===== src/rtl/fp_mul_round_stage_if.sv =====
// fp_mul_round_stage_if: upstream product handshake and downstream result
// handshake of the multiplier normalize/round stage, plus the result
// invariants that every consumer may rely on.
interface fp_mul_round_stage_if #(
  parameter int EXP_W = 8,
  parameter int MAN_W = 23
) (
  input logic clk,
  input logic rst_n
);
  logic                       in_valid;
  logic                       in_ready;
  logic                       in_sign;
  logic signed [EXP_W+1:0]    in_exp;
  logic [2*(MAN_W+1)-1:0]     in_mant;
  logic [2:0]                 r_mode;
  logic                       out_valid;
  logic                       out_ready;
  logic [EXP_W+MAN_W:0]       fp_Z;
  logic                       ovrf;
  logic                       udrf;

  // Producer of products / consumer of results.
  modport master (
    output in_valid, in_sign, in_exp, in_mant, r_mode, out_ready,
    input  in_ready, out_valid, fp_Z, ovrf, udrf
  );

  // The round stage itself.
  modport slave (
    input  in_valid, in_sign, in_exp, in_mant, r_mode, out_ready,
    output in_ready, out_valid, fp_Z, ovrf, udrf
  );

  // A zero exponent field is only ever produced as a flushed/zero result.
  a_zero_exp_udrf: assert property (@(posedge clk) disable iff (!rst_n)
    out_valid |-> ((fp_Z[EXP_W+MAN_W-1 -: EXP_W] != {EXP_W{1'b0}}) || udrf));

  // An all-ones exponent field is only ever produced as an overflow.
  a_inf_exp_ovrf: assert property (@(posedge clk) disable iff (!rst_n)
    out_valid |-> ((fp_Z[EXP_W+MAN_W-1 -: EXP_W] != {EXP_W{1'b1}}) || ovrf));

  // The two flags are mutually exclusive.
  a_flags_exclusive: assert property (@(posedge clk) disable iff (!rst_n)
    !(ovrf && udrf));

  // A stalled result stays put until the consumer takes it.
  a_hold_stable: assert property (@(posedge clk) disable iff (!rst_n)
    (out_valid && !out_ready) |=> (out_valid && $stable(fp_Z) && $stable(ovrf) && $stable(udrf)));
endinterface


===== src/rtl/fp_mul_round_stage.sv =====
// fp_mul_round_stage: normalize/round stage of the single-precision multiplier.
// S1 normalizes the double-width significand product to MAN_W+1 bits with a
// guard and a sticky bit; S2 rounds under r_mode, classifies zero, overflow
// and underflow, and registers the packed result with its flags.
module fp_mul_round_stage #(
  parameter int EXP_W = 8,
  parameter int MAN_W = 23
) (
  input logic                  clk,
  input logic                  rst_n,
  fp_mul_round_stage_if.slave  bus
);
  localparam int EW = EXP_W + 2;
  localparam int SW = MAN_W + 1;
  localparam int PW = 2 * SW;
  localparam int ZW = 1 + EXP_W + MAN_W;
  localparam logic signed [EW-1:0] EXP_INF  = EW'((2 ** EXP_W) - 1);
  localparam logic signed [EW-1:0] EXP_ONE  = EW'(1);
  localparam logic signed [EW-1:0] EXP_ZERO = EW'(0);

  // Round-up decision; unused encodings fall back to round-to-nearest-even.
  function automatic logic round_inc(
    input logic [2:0] mode,
    input logic       sign,
    input logic       lsb,
    input logic       guard,
    input logic       sticky
  );
    logic inc;
    case (mode)
      3'b001:  inc = 1'b0;                       // toward zero
      3'b010:  inc = sign && (guard || sticky);  // toward -inf
      3'b011:  inc = !sign && (guard || sticky); // toward +inf
      3'b100:  inc = guard;                      // nearest, ties away
      default: inc = guard && (sticky || lsb);   // nearest, ties even
    endcase
    return inc;
  endfunction

  logic                 s1_adv_s;
  logic                 in_fire_s;
  logic [SW-1:0]        norm_sig_s;
  logic                 norm_guard_s;
  logic                 norm_sticky_s;
  logic signed [EW-1:0] norm_exp_s;

  logic                 s1_valid_r;
  logic                 s1_sign_r;
  logic                 s1_zero_r;
  logic                 s1_guard_r;
  logic                 s1_sticky_r;
  logic [2:0]           s1_mode_r;
  logic [SW-1:0]        s1_sig_r;
  logic signed [EW-1:0] s1_exp_r;

  logic                 inc_s;
  logic                 carry_s;
  logic [MAN_W-1:0]     frac_s;
  logic signed [EW-1:0] rnd_exp_s;
  logic [ZW-1:0]        res_z_s;
  logic                 res_ov_s;
  logic                 res_ud_s;

  logic                 out_valid_r;
  logic [ZW-1:0]        fp_z_r;
  logic                 ovrf_r;
  logic                 udrf_r;

  // Pipeline flow control: S1 may move on when S2 is empty or draining.
  always_comb begin
    s1_adv_s  = !out_valid_r || bus.out_ready;
    in_fire_s = bus.in_valid && (!s1_valid_r || s1_adv_s);
  end

  assign bus.in_ready  = !s1_valid_r || s1_adv_s;
  assign bus.out_valid = out_valid_r;
  assign bus.fp_Z      = fp_z_r;
  assign bus.ovrf      = ovrf_r;
  assign bus.udrf      = udrf_r;

  // Normalize: the product of two [1,2) significands lies in [1,4), so at
  // most a one-bit right shift is needed, compensated in the exponent.
  always_comb begin
    if (bus.in_mant[PW-1]) begin
      norm_sig_s    = bus.in_mant[PW-1 -: SW];
      norm_guard_s  = bus.in_mant[MAN_W];
      norm_sticky_s = |bus.in_mant[MAN_W-1:0];
      norm_exp_s    = bus.in_exp + EXP_ONE;
    end else begin
      norm_sig_s    = bus.in_mant[PW-2 -: SW];
      norm_guard_s  = bus.in_mant[MAN_W-1];
      norm_sticky_s = |bus.in_mant[MAN_W-2:0];
      norm_exp_s    = bus.in_exp;
    end
  end

  // S1 register: normalized significand, rounding bits, mode and sign.
  always_ff @(posedge clk or negedge rst_n) begin
    if (!rst_n) begin
      s1_valid_r  <= 1'b0;
      s1_sign_r   <= 1'b0;
      s1_zero_r   <= 1'b0;
      s1_guard_r  <= 1'b0;
      s1_sticky_r <= 1'b0;
      s1_mode_r   <= 3'b000;
      s1_sig_r    <= {SW{1'b0}};
      s1_exp_r    <= EXP_ZERO;
    end else if (in_fire_s) begin
      s1_valid_r  <= 1'b1;
      s1_sign_r   <= bus.in_sign;
      s1_zero_r   <= (bus.in_mant == {PW{1'b0}});
      s1_guard_r  <= norm_guard_s;
      s1_sticky_r <= norm_sticky_s;
      s1_mode_r   <= bus.r_mode;
      s1_sig_r    <= norm_sig_s;
      s1_exp_r    <= norm_exp_s;
    end else if (s1_adv_s) begin
      s1_valid_r  <= 1'b0;
    end
  end

  // Round and classify. A carry out of sig+inc only happens when the whole
  // significand is ones; the fraction then wraps to zero on its own, so only
  // the exponent needs the carry.
  always_comb begin
    inc_s     = round_inc(s1_mode_r, s1_sign_r, s1_sig_r[0], s1_guard_r, s1_sticky_r);
    carry_s   = inc_s && (&s1_sig_r);
    frac_s    = s1_sig_r[MAN_W-1:0] + {{(MAN_W-1){1'b0}}, inc_s};
    rnd_exp_s = s1_exp_r + {{(EW-1){1'b0}}, carry_s};
    res_z_s   = {s1_sign_r, rnd_exp_s[EXP_W-1:0], frac_s};
    res_ov_s  = 1'b0;
    res_ud_s  = 1'b0;
    if (s1_zero_r) begin
      res_z_s  = {s1_sign_r, {(ZW-1){1'b0}}};
      res_ud_s = 1'b1;
    end else if (rnd_exp_s >= EXP_INF) begin
      res_z_s  = {s1_sign_r, {EXP_W{1'b1}}, {MAN_W{1'b0}}};
      res_ov_s = 1'b1;
    end else if (rnd_exp_s <= EXP_ZERO) begin
      res_z_s  = {s1_sign_r, {(ZW-1){1'b0}}};
      res_ud_s = 1'b1;
    end else begin
      res_ov_s = 1'b0;
      res_ud_s = 1'b0;
    end
  end

  // S2 register: the visible result; holds while the consumer stalls.
  always_ff @(posedge clk or negedge rst_n) begin
    if (!rst_n) begin
      out_valid_r <= 1'b0;
      fp_z_r      <= {ZW{1'b0}};
      ovrf_r      <= 1'b0;
      udrf_r      <= 1'b0;
    end else if (s1_adv_s) begin
      out_valid_r <= s1_valid_r;
      if (s1_valid_r) begin
        fp_z_r <= res_z_s;
        ovrf_r <= res_ov_s;
        udrf_r <= res_ud_s;
      end
    end
  end
endmodule


===== src/flat_wrapper.sv =====
// flat-port wrapper written by rule: the top's interface ports become plain ports
module fp_mul_round_stage_flat 
#(
  parameter int EXP_W = 8,
  parameter int MAN_W = 23
)
  (clk, rst_n, bus_in_valid, bus_in_sign, bus_in_exp, bus_in_mant, bus_r_mode, bus_out_ready, bus_in_ready, bus_out_valid, bus_fp_Z, bus_ovrf, bus_udrf);
  fp_mul_round_stage_if #(.EXP_W(EXP_W), .MAN_W(MAN_W)) bus_i (.clk(clk), .rst_n(rst_n));
  input logic clk;
  input logic rst_n;
  input wire logic [$bits(bus_i.in_valid)-1:0] bus_in_valid;
  input wire logic [$bits(bus_i.in_sign)-1:0] bus_in_sign;
  input wire logic [$bits(bus_i.in_exp)-1:0] bus_in_exp;
  input wire logic [$bits(bus_i.in_mant)-1:0] bus_in_mant;
  input wire logic [$bits(bus_i.r_mode)-1:0] bus_r_mode;
  input wire logic [$bits(bus_i.out_ready)-1:0] bus_out_ready;
  output wire logic [$bits(bus_i.in_ready)-1:0] bus_in_ready;
  output wire logic [$bits(bus_i.out_valid)-1:0] bus_out_valid;
  output wire logic [$bits(bus_i.fp_Z)-1:0] bus_fp_Z;
  output wire logic [$bits(bus_i.ovrf)-1:0] bus_ovrf;
  output wire logic [$bits(bus_i.udrf)-1:0] bus_udrf;
  assign bus_i.in_valid = bus_in_valid;
  assign bus_i.in_sign = bus_in_sign;
  assign bus_i.in_exp = bus_in_exp;
  assign bus_i.in_mant = bus_in_mant;
  assign bus_i.r_mode = bus_r_mode;
  assign bus_i.out_ready = bus_out_ready;
  assign bus_in_ready = bus_i.in_ready;
  assign bus_out_valid = bus_i.out_valid;
  assign bus_fp_Z = bus_i.fp_Z;
  assign bus_ovrf = bus_i.ovrf;
  assign bus_udrf = bus_i.udrf;
  fp_mul_round_stage #(.EXP_W(EXP_W), .MAN_W(MAN_W)) u_core (.clk(clk), .rst_n(rst_n), .bus(bus_i));
endmodule

===== config.mk =====
export PLATFORM = sky130hd
export DESIGN_NAME = fp_mul_round_stage_flat
export DESIGN_NICKNAME = d
export VERILOG_FILES = /design/src/rtl/fp_mul_round_stage_if.sv /design/src/rtl/fp_mul_round_stage.sv /design/src/flat_wrapper.sv
export SDC_FILE = /design/constraint.sdc
export NUM_CORES = 1
export LEC_CHECK = 0
export CORE_MARGIN = 2
export CORE_UTILIZATION = 43
export CTS_BUF_LIST = sky130_fd_sc_hd__clkbuf_4 sky130_fd_sc_hd__clkbuf_8
export DETAILED_ROUTE_END_ITERATION = 8
export PLACE_DENSITY = 0.71
export SYNTH_ARGS = -nofsm -noshare
export SYNTH_HDL_FRONTEND = slang
export SYNTH_SLANG_ARGS = --single-unit
export TNS_END_PERCENT = 50

===== constraint.sdc =====
create_clock -name clk -period 4.6 [get_ports clk]
set_input_delay 0.92 -clock clk [delete_from_list [all_inputs] [get_ports clk]]
set_output_delay 0.92 -clock clk [all_outputs]
set_load 0.01 [all_outputs]

==> impl_metrics.ini <==
[status]
status = finished clean

[timing]
skew_ns = 0.0174
layout_setup_ws_ns = 0.635
max_freq_mhz = 252
totalNegativeSetupSlack_ns = 0
maxSlewViolCount = 0
rsz0062_at_grt = no
finalHoldViolCount = 0
worstMarginPinSlew_ns = 1.17
setup_violations = 0
fin_crit_sh_pct = 86.2
slew_headroom_pct = 21.9
period_needed_ns = 3.97

[logic_synthesis]
syn_area_sq_um = 4240
syn-instance-count = 451
synth.avg_cell_area_sq_um = 9.41
ys_seq_elements = 77
ys_warn_count = 0
yosysUniqueCellTypes = 49
synth_top_flop_cell = dfrtp_1
synth_edf_count = 0
async_flop_share_pct = 100
syn_nets = 522
synth-seq-area-share_pct = 45.4

[setup_path]
crit_required_ns = 4.82
endpoint_kind = flop
cp.arrival_ns = 4.19
crit_path_frequent_cell = ha_1
critPathLaunchType = flop
critPathMaxFanout = 15
cpPeakStageDelay_ns = 0.63
critPathKind = flop to flop
crit_chain = nand4_1, or3_1, nor4b_1, ha_1, ha_1, and4_4, nand3_1, o31ai_1, a31oi_1, o311ai_4, buf_4, o21ai_1
crit_path_top_delay_cell = o311ai_4

[floorplan]
die_y_um = 103
die_w_um = 103
ios = 102
coreArea_sq_um = 9680
start_util_pct = 43.8
dieArea_sq_um = 10700
rows = 36

[finish]
stdcell_count = 680
seqCellArea_sq_um = 1930
nets = 613
drive_above_1_share_pct = 10.4
diodes = 0
multi_input_area_sq_um = 2170
fill_cells = 865
area_growth_pct = 30.8

[clock_network]
clock_latency_ns = 0.35
numCtsBuffers = 9
cts_buffer_depth = 2
cts_num_sinks = 77
cts.repair.resized = 0
clk_pin_slew_ns = 0.08
post-cts-setup-buffers = 0
root_buffer = clkbuf_8
hold_buffers = 0
h-tree-depth = 3
cts_tree = done

[grt]
grt_max_degree = 78
first_global_vias = 3303
grt-ovfl-total = 0
antenna_found_initial = 0
grt_first_pass_wirelength_um = 16000
grt_usage_pct = 19.3

[route]
vias = 3522
ant_nets = 0
routed_wirelength_um = 9690
drc = 0
vias_per_cell = 5.18
drt_iter0_markers = 149
wl_per_cell_um = 14.3
drtPass1Iterations = 5

[placed_design]
io_buffers = 101
hpwl_um = 7350
place_ws_ns = 0.634
gp_congestion = 0.899
dp_cells = 664

[pwr]
ir_worst_vdd_v = 0.000190
p_per_area_nw_per_um2 = 360
leakage_nw = 2.27
power_mw = 2.00

[job]
cap_viol_max_count = 0

[min_path]
worstHoldPathType = flop to flop
-- final timing paths --
path	end	slack (ns)	start	cells after the start
max	u_core.bus.fp_Z[2]$_DFFE_PN0P_	0.63	u_core.s1_sig_r[8]$_DFFE_PN0P_	12
min	u_core.bus.fp_Z[13]$_DFFE_PN0P_	0.48	u_core.bus.fp_Z[13]$_DFFE_PN0P_	2
max reg2reg	u_core.bus.fp_Z[2]$_DFFE_PN0P_	0.63	u_core.s1_sig_r[8]$_DFFE_PN0P_	12
min reg2reg	u_core.bus.fp_Z[13]$_DFFE_PN0P_	0.48	u_core.bus.fp_Z[13]$_DFFE_PN0P_	2
max in group asynchronous	u_core.s1_exp_r[0]$_DFFE_PN0P_	3.23	rst_n	1
min in group asynchronous	u_core.bus.out_valid$_DFFE_PN0P_	0.70	rst_n	1
-- per-layer routing --
layer	share of wire [%]	routed length [um]	GRT usage, %	vias up
li1	-	-	-	1758
met3	5.6	540	4.57	7
met1	46	4420	27.1	1668
met2	48	4610	30.4	89
met4	1.2	116	4.55	0
met5	0	0	0	-
-- synth_stat cells (3+ instances only) --
cell / number / area share (%)
buf_2: 5 / 0.59
mux2i_1: 25 / 5.9
inv_1: 8 / 0.71
nor3_1: 4 / 0.47
or3_1: 3 / 0.44
dfrtp_1: 77 / 45
nand3_1: 9 / 1.1
a21oi_1: 7 / 0.83
xor2_1: 23 / 4.7
nor4_1: 13 / 1.9
mux2_2: 5 / 1.3
nand2_1: 91 / 8.1
ha_1: 5 / 1.5
o21ai_2: 20 / 4.1
nand4_1: 15 / 2.2
o21ai_1: 3 / 0.35
nand2b_1: 4 / 0.59
xnor2_1: 14 / 2.9
a31oi_1: 3 / 0.44
o21ai_0: 45 / 5.3
nor2_1: 26 / 2.3
clkbuf_1: 12 / 1.1
-- registers in the layout (all words and copies together) (netlist names) --
| name | flops |
|---|---|
| u_core.s1_exp_r | 10 |
| u_core.s1_sig_r | 24 |
| u_core.s1_sign_r | 1 |
| u_core.s1_guard_r | 1 |
| u_core.bus.udrf | 1 |
| u_core.bus.ovrf | 1 |
| u_core.bus.fp_Z | 32 |
| u_core.s1_sticky_r | 1 |
| u_core.s1_mode_r | 3 |
| u_core.bus.out_valid | 1 |
| u_core.s1_valid_r | 1 |
| u_core.s1_zero_r | 1 |
-- power by group --
part	switching (mW)	leakage, nW	internal (mW)
Sequential	0.105	0.963	0.784
Clock	0.250	0.120	0.367
Combinational	0.233	1.19	0.259
Total	0.589	2.27	1.41
-- cell type report --
cell class,instances,share of cell area [%]
timing repair buffer,103,18.3
sequential,77,34.7
multi-input combinational,343,39.0
clock inverter,6,2.01
clock buffer,10,2.37
tap,133,3.00
inverter,8,0.541
-- cells by family after synthesis --
group	after synthesis	share of synthesized area, %
buffers and inverters	31	3.60
flip-flops	77	45.4
AO/OA/AOI/OAI	87	13.4
AND/OR/NAND/NOR	182	20.5
adder cells (fa/ha/maj)	5	1.47
multiplexers	30	7.22
XOR/XNOR	39	8.40
-- worst max-delay path: cells and delay by family (launching register included) --
kind	cells	cell delay, ns
AND/OR/NAND/NOR	5	1.37
AO/OA/AOI/OAI	4	1.02
adder cells (fa/ha/maj)	2	0.64
flip-flops	1	0.44
buffers and inverters	1	0.36
-- stage by stage --
step / cell area, sq um / hold slack [ns] / util (%)
floorplan: 4240 / 0.450 / -
global placement: 5310 / 0.467 / 54.8
detailed placement: 5310 / 0.475 / 54.8
CTS: 5550 / 0.493 / 57.3
global route: 5550 / 0.515 / 57.3
finish: 5550 / 0.485 / 57.3
-- cell usage in the layout (no fill, tap or decap), types with 7 or more instances in the layout --
cell type / netlist / final
nor2_1: 26 / 26
o21ai_2: 20 / 20
o21ai_0: 45 / 45
nand3_1: 9 / 9
xnor2_1: 14 / 14
clkdlybuf4s50_1: 0 / 99
dfrtp_1: 77 / 77
a21oi_1: 7 / 7
nor4_1: 13 / 13
clkbuf_8: 0 / 9
nand2_1: 91 / 90
xor2_1: 23 / 23
inv_1: 8 / 8
nand4_1: 15 / 15
mux2i_1: 25 / 25
(Power assumes the default switching activity.)
==> RTL edit (same settings) <==
`MAN_W` is set to 23 in 3 places; all go to 19.
--- a/src/rtl/fp_mul_round_stage_if.sv
+++ b/src/rtl/fp_mul_round_stage_if.sv
@@ -4,5 +4,5 @@
 interface fp_mul_round_stage_if #(
   parameter int EXP_W = 8,
-  parameter int MAN_W = 23
+  parameter int MAN_W = 19
 ) (
   input logic clk,
--- a/src/rtl/fp_mul_round_stage.sv
+++ b/src/rtl/fp_mul_round_stage.sv
@@ -5,5 +5,5 @@
 module fp_mul_round_stage #(
   parameter int EXP_W = 8,
-  parameter int MAN_W = 23
+  parameter int MAN_W = 19
 ) (
   input logic                  clk,
--- a/src/flat_wrapper.sv
+++ b/src/flat_wrapper.sv
@@ -3,5 +3,5 @@
 #(
   parameter int EXP_W = 8,
-  parameter int MAN_W = 23
+  parameter int MAN_W = 19
 )
   (clk, rst_n, bus_in_valid, bus_in_sign, bus_in_exp, bus_in_mant, bus_r_mode, bus_out_ready, bus_in_ready, bus_out_valid, bus_fp_Z, bus_ovrf, bus_udrf);
Interface: changed (resized bus_fp_Z and bus_in_mant); port bits go from 102 to 90. No check against the original RTL was run, so the function may have changed too.
==> RTL edit against the original RTL <==
Combinational power fell by 1%; clock power fell by 8.3%; non-clock buffer count shrank 9; final area down 8.1%; first-iteration DRC count is 11% lower; total power decreased by 6.6%; synthesized area down 6.8%; routed wire length decreased by 7.2%; die area is 6.6% lower; sequential cell count down 8; clock skew down 0.0086 ns; worst setup slack better by 0.59 ns; global-route usage shrank 0.26 points; critical path type unchanged; largest cell class unchanged; largest power group unchanged; highest routed layer unchanged.
==> RTL edit: results <==
export IMPL_drtIter0Drc=133
export IMPL_cp_slowest_cell="dfrtp_1"
export IMPL_grt_antenna_before_repair=0
export IMPL_dr_wl_met3_um=462
export IMPL_status="complete, no violations"
export IMPL_synth_area_top_cells="dfrtp_1 44%, nand2_1 7.5%, mux2i_1 5.3%, o31ai_2 4.4%, xnor2_1 4.2%"
export IMPL_htreeDepth=3
export IMPL_seq_area_frac_synth_pct=43.68
export IMPL_vias=3220
export IMPL_postCtsSetupBuffers=0
export IMPL_syn_inst=406
export IMPL_grt_pass1_vias=3135
export IMPL_firstDrtPassIters=4
export IMPL_place_gp_congestion=0.7836
export IMPL_use_met2_pct=28.64
export IMPL_grtUsageMet3_pct=4.178
export IMPL_drive_gt1_share_pct=11.38
export IMPL_relSlewSlack_pct=28.75
export IMPL_wl_mm=8.997
export IMPL_rr_worst_depth=13
export IMPL_cts_repair_resized=0
export IMPL_antenna_left=0
export IMPL_worstReg2RegEnd="u_core.bus.fp_Z[24]"
export IMPL_async_flop_share_pct=100.0
export IMPL_skew_ns=0.008791
export IMPL_dpl_cell_area_um2=4872
export IMPL_portBuffers=89
export IMPL_dpl_hpwl_mm=6.830
export IMPL_worstPathArrival_ns=3.57
export IMPL_rr_startpoint="u_core.s1_sign_r"
export IMPL_placedCellCount=584
export IMPL_ys_flop_type="dfrtp_1"
export IMPL_diodes=0
export IMPL_grt_util_met1_pct=27.55
export IMPL_cts_made_buffers=9
export IMPL_fin_nets=550
export IMPL_worstPathMaxFanout=26
export IMPL_slowest_delay_ns=0.44
export IMPL_ys_warnings_count=0
export IMPL_maxUsedRoutingLayer="met4"
export IMPL_track_usage_pct=18.99
export IMPL_synth_common_cells="79 x nand2_1, 69 x dfrtp_1, 33 x o21ai_0"
export IMPL_hold_path_class="reg2reg"
export IMPL_min_delay_start="u_core.bus.fp_Z[5]"
export IMPL_holdPathStages=2
export IMPL_ys_types=52
export IMPL_wl_met1_mm=4.378
export IMPL_whs_ns=0.4821
export IMPL_reg2reg_slack_ns=1.22
export IMPL_stdcell_count=600
export IMPL_wl_met2_mm=4.047
export IMPL_hold_path_end="u_core.bus.fp_Z[5]"
export IMPL_clock_latency_ns=0.35
export IMPL_cts_buffer_depth=2
export IMPL_largest_reg_flops=28
export IMPL_grt_pass1_wl_mm=15.08
export IMPL_max_vdd_ir_drop_v=0.0001718
export IMPL_grt_max_degree=71
export IMPL_cellLeakagePower_nw=2.082
export IMPL_synth_fp_nets=469
## RTL edit: changes by cell type in the layout (fill, tap and decap cells not counted), moves of 4 or more
cell             change
dfrtp_1              -8
mux2i_1              -4
o31ai_1              +5
nor2_1               -8
xnor2_1              +5
nand2_1             -12
o31ai_2             +13
o211ai_1             +6
o21ai_0             -12
xor2_1               -8
o21ai_2             -20
a21oi_1              -5
clkdlybuf4s50_1     -11
## RTL edit: worst max path at each step
stage / startpoint / to / slack (ns)
floorplan: u_core.s1_sticky_r / u_core.bus.fp_Z[21] / 1.54
detailed placement: u_core.s1_sign_r / u_core.bus.fp_Z[23] / 1.25
CTS: u_core.s1_sign_r / u_core.bus.fp_Z[23] / 1.21
finish: u_core.s1_sign_r / u_core.bus.fp_Z[24] / 1.22
global route: u_core.s1_sign_r / u_core.bus.fp_Z[24] / 0.94
global placement: u_core.s1_sig_r[0] / u_core.bus.fp_Z[23] / 1.26
## RTL edit: power by group
group	switching (mW)	internal (mW)	leakage [nW]	total, mW
clock	0.237	0.328	0.117	0.565
sequential	0.105	0.710	0.863	0.815
combinational	0.225	0.261	1.10	0.486
## RTL edit: critical path: cells and delay by family (launching register included)
family	cells	cell delay [ns]
fa+ha+maj	2	0.61
simple gates	4	0.73
xor+xnor	1	0.15
compound gates	5	0.91
buf+inv	1	0.36
flops	1	0.44
## RTL edit: area by class of cell
type	count	area, um2
inverters	8	30.03
repair buffers	94	923.4
well taps	108	135.1
clock buffers	11	145.1
fillers	776	3706
multi-input cells	305	2057
clock inverters	5	82.58
flip-flops and latches	69	1727
## RTL edit: logic make-up after synthesis
family | Yosys count | synth area share, %
buf+inv | 32 | 4.337
flops | 69 | 43.68
xor+xnor | 34 | 7.534
mux | 26 | 6.742
simple gates | 163 | 20.77
compound gates | 76 | 15.10
fa+ha+maj | 6 | 1.836
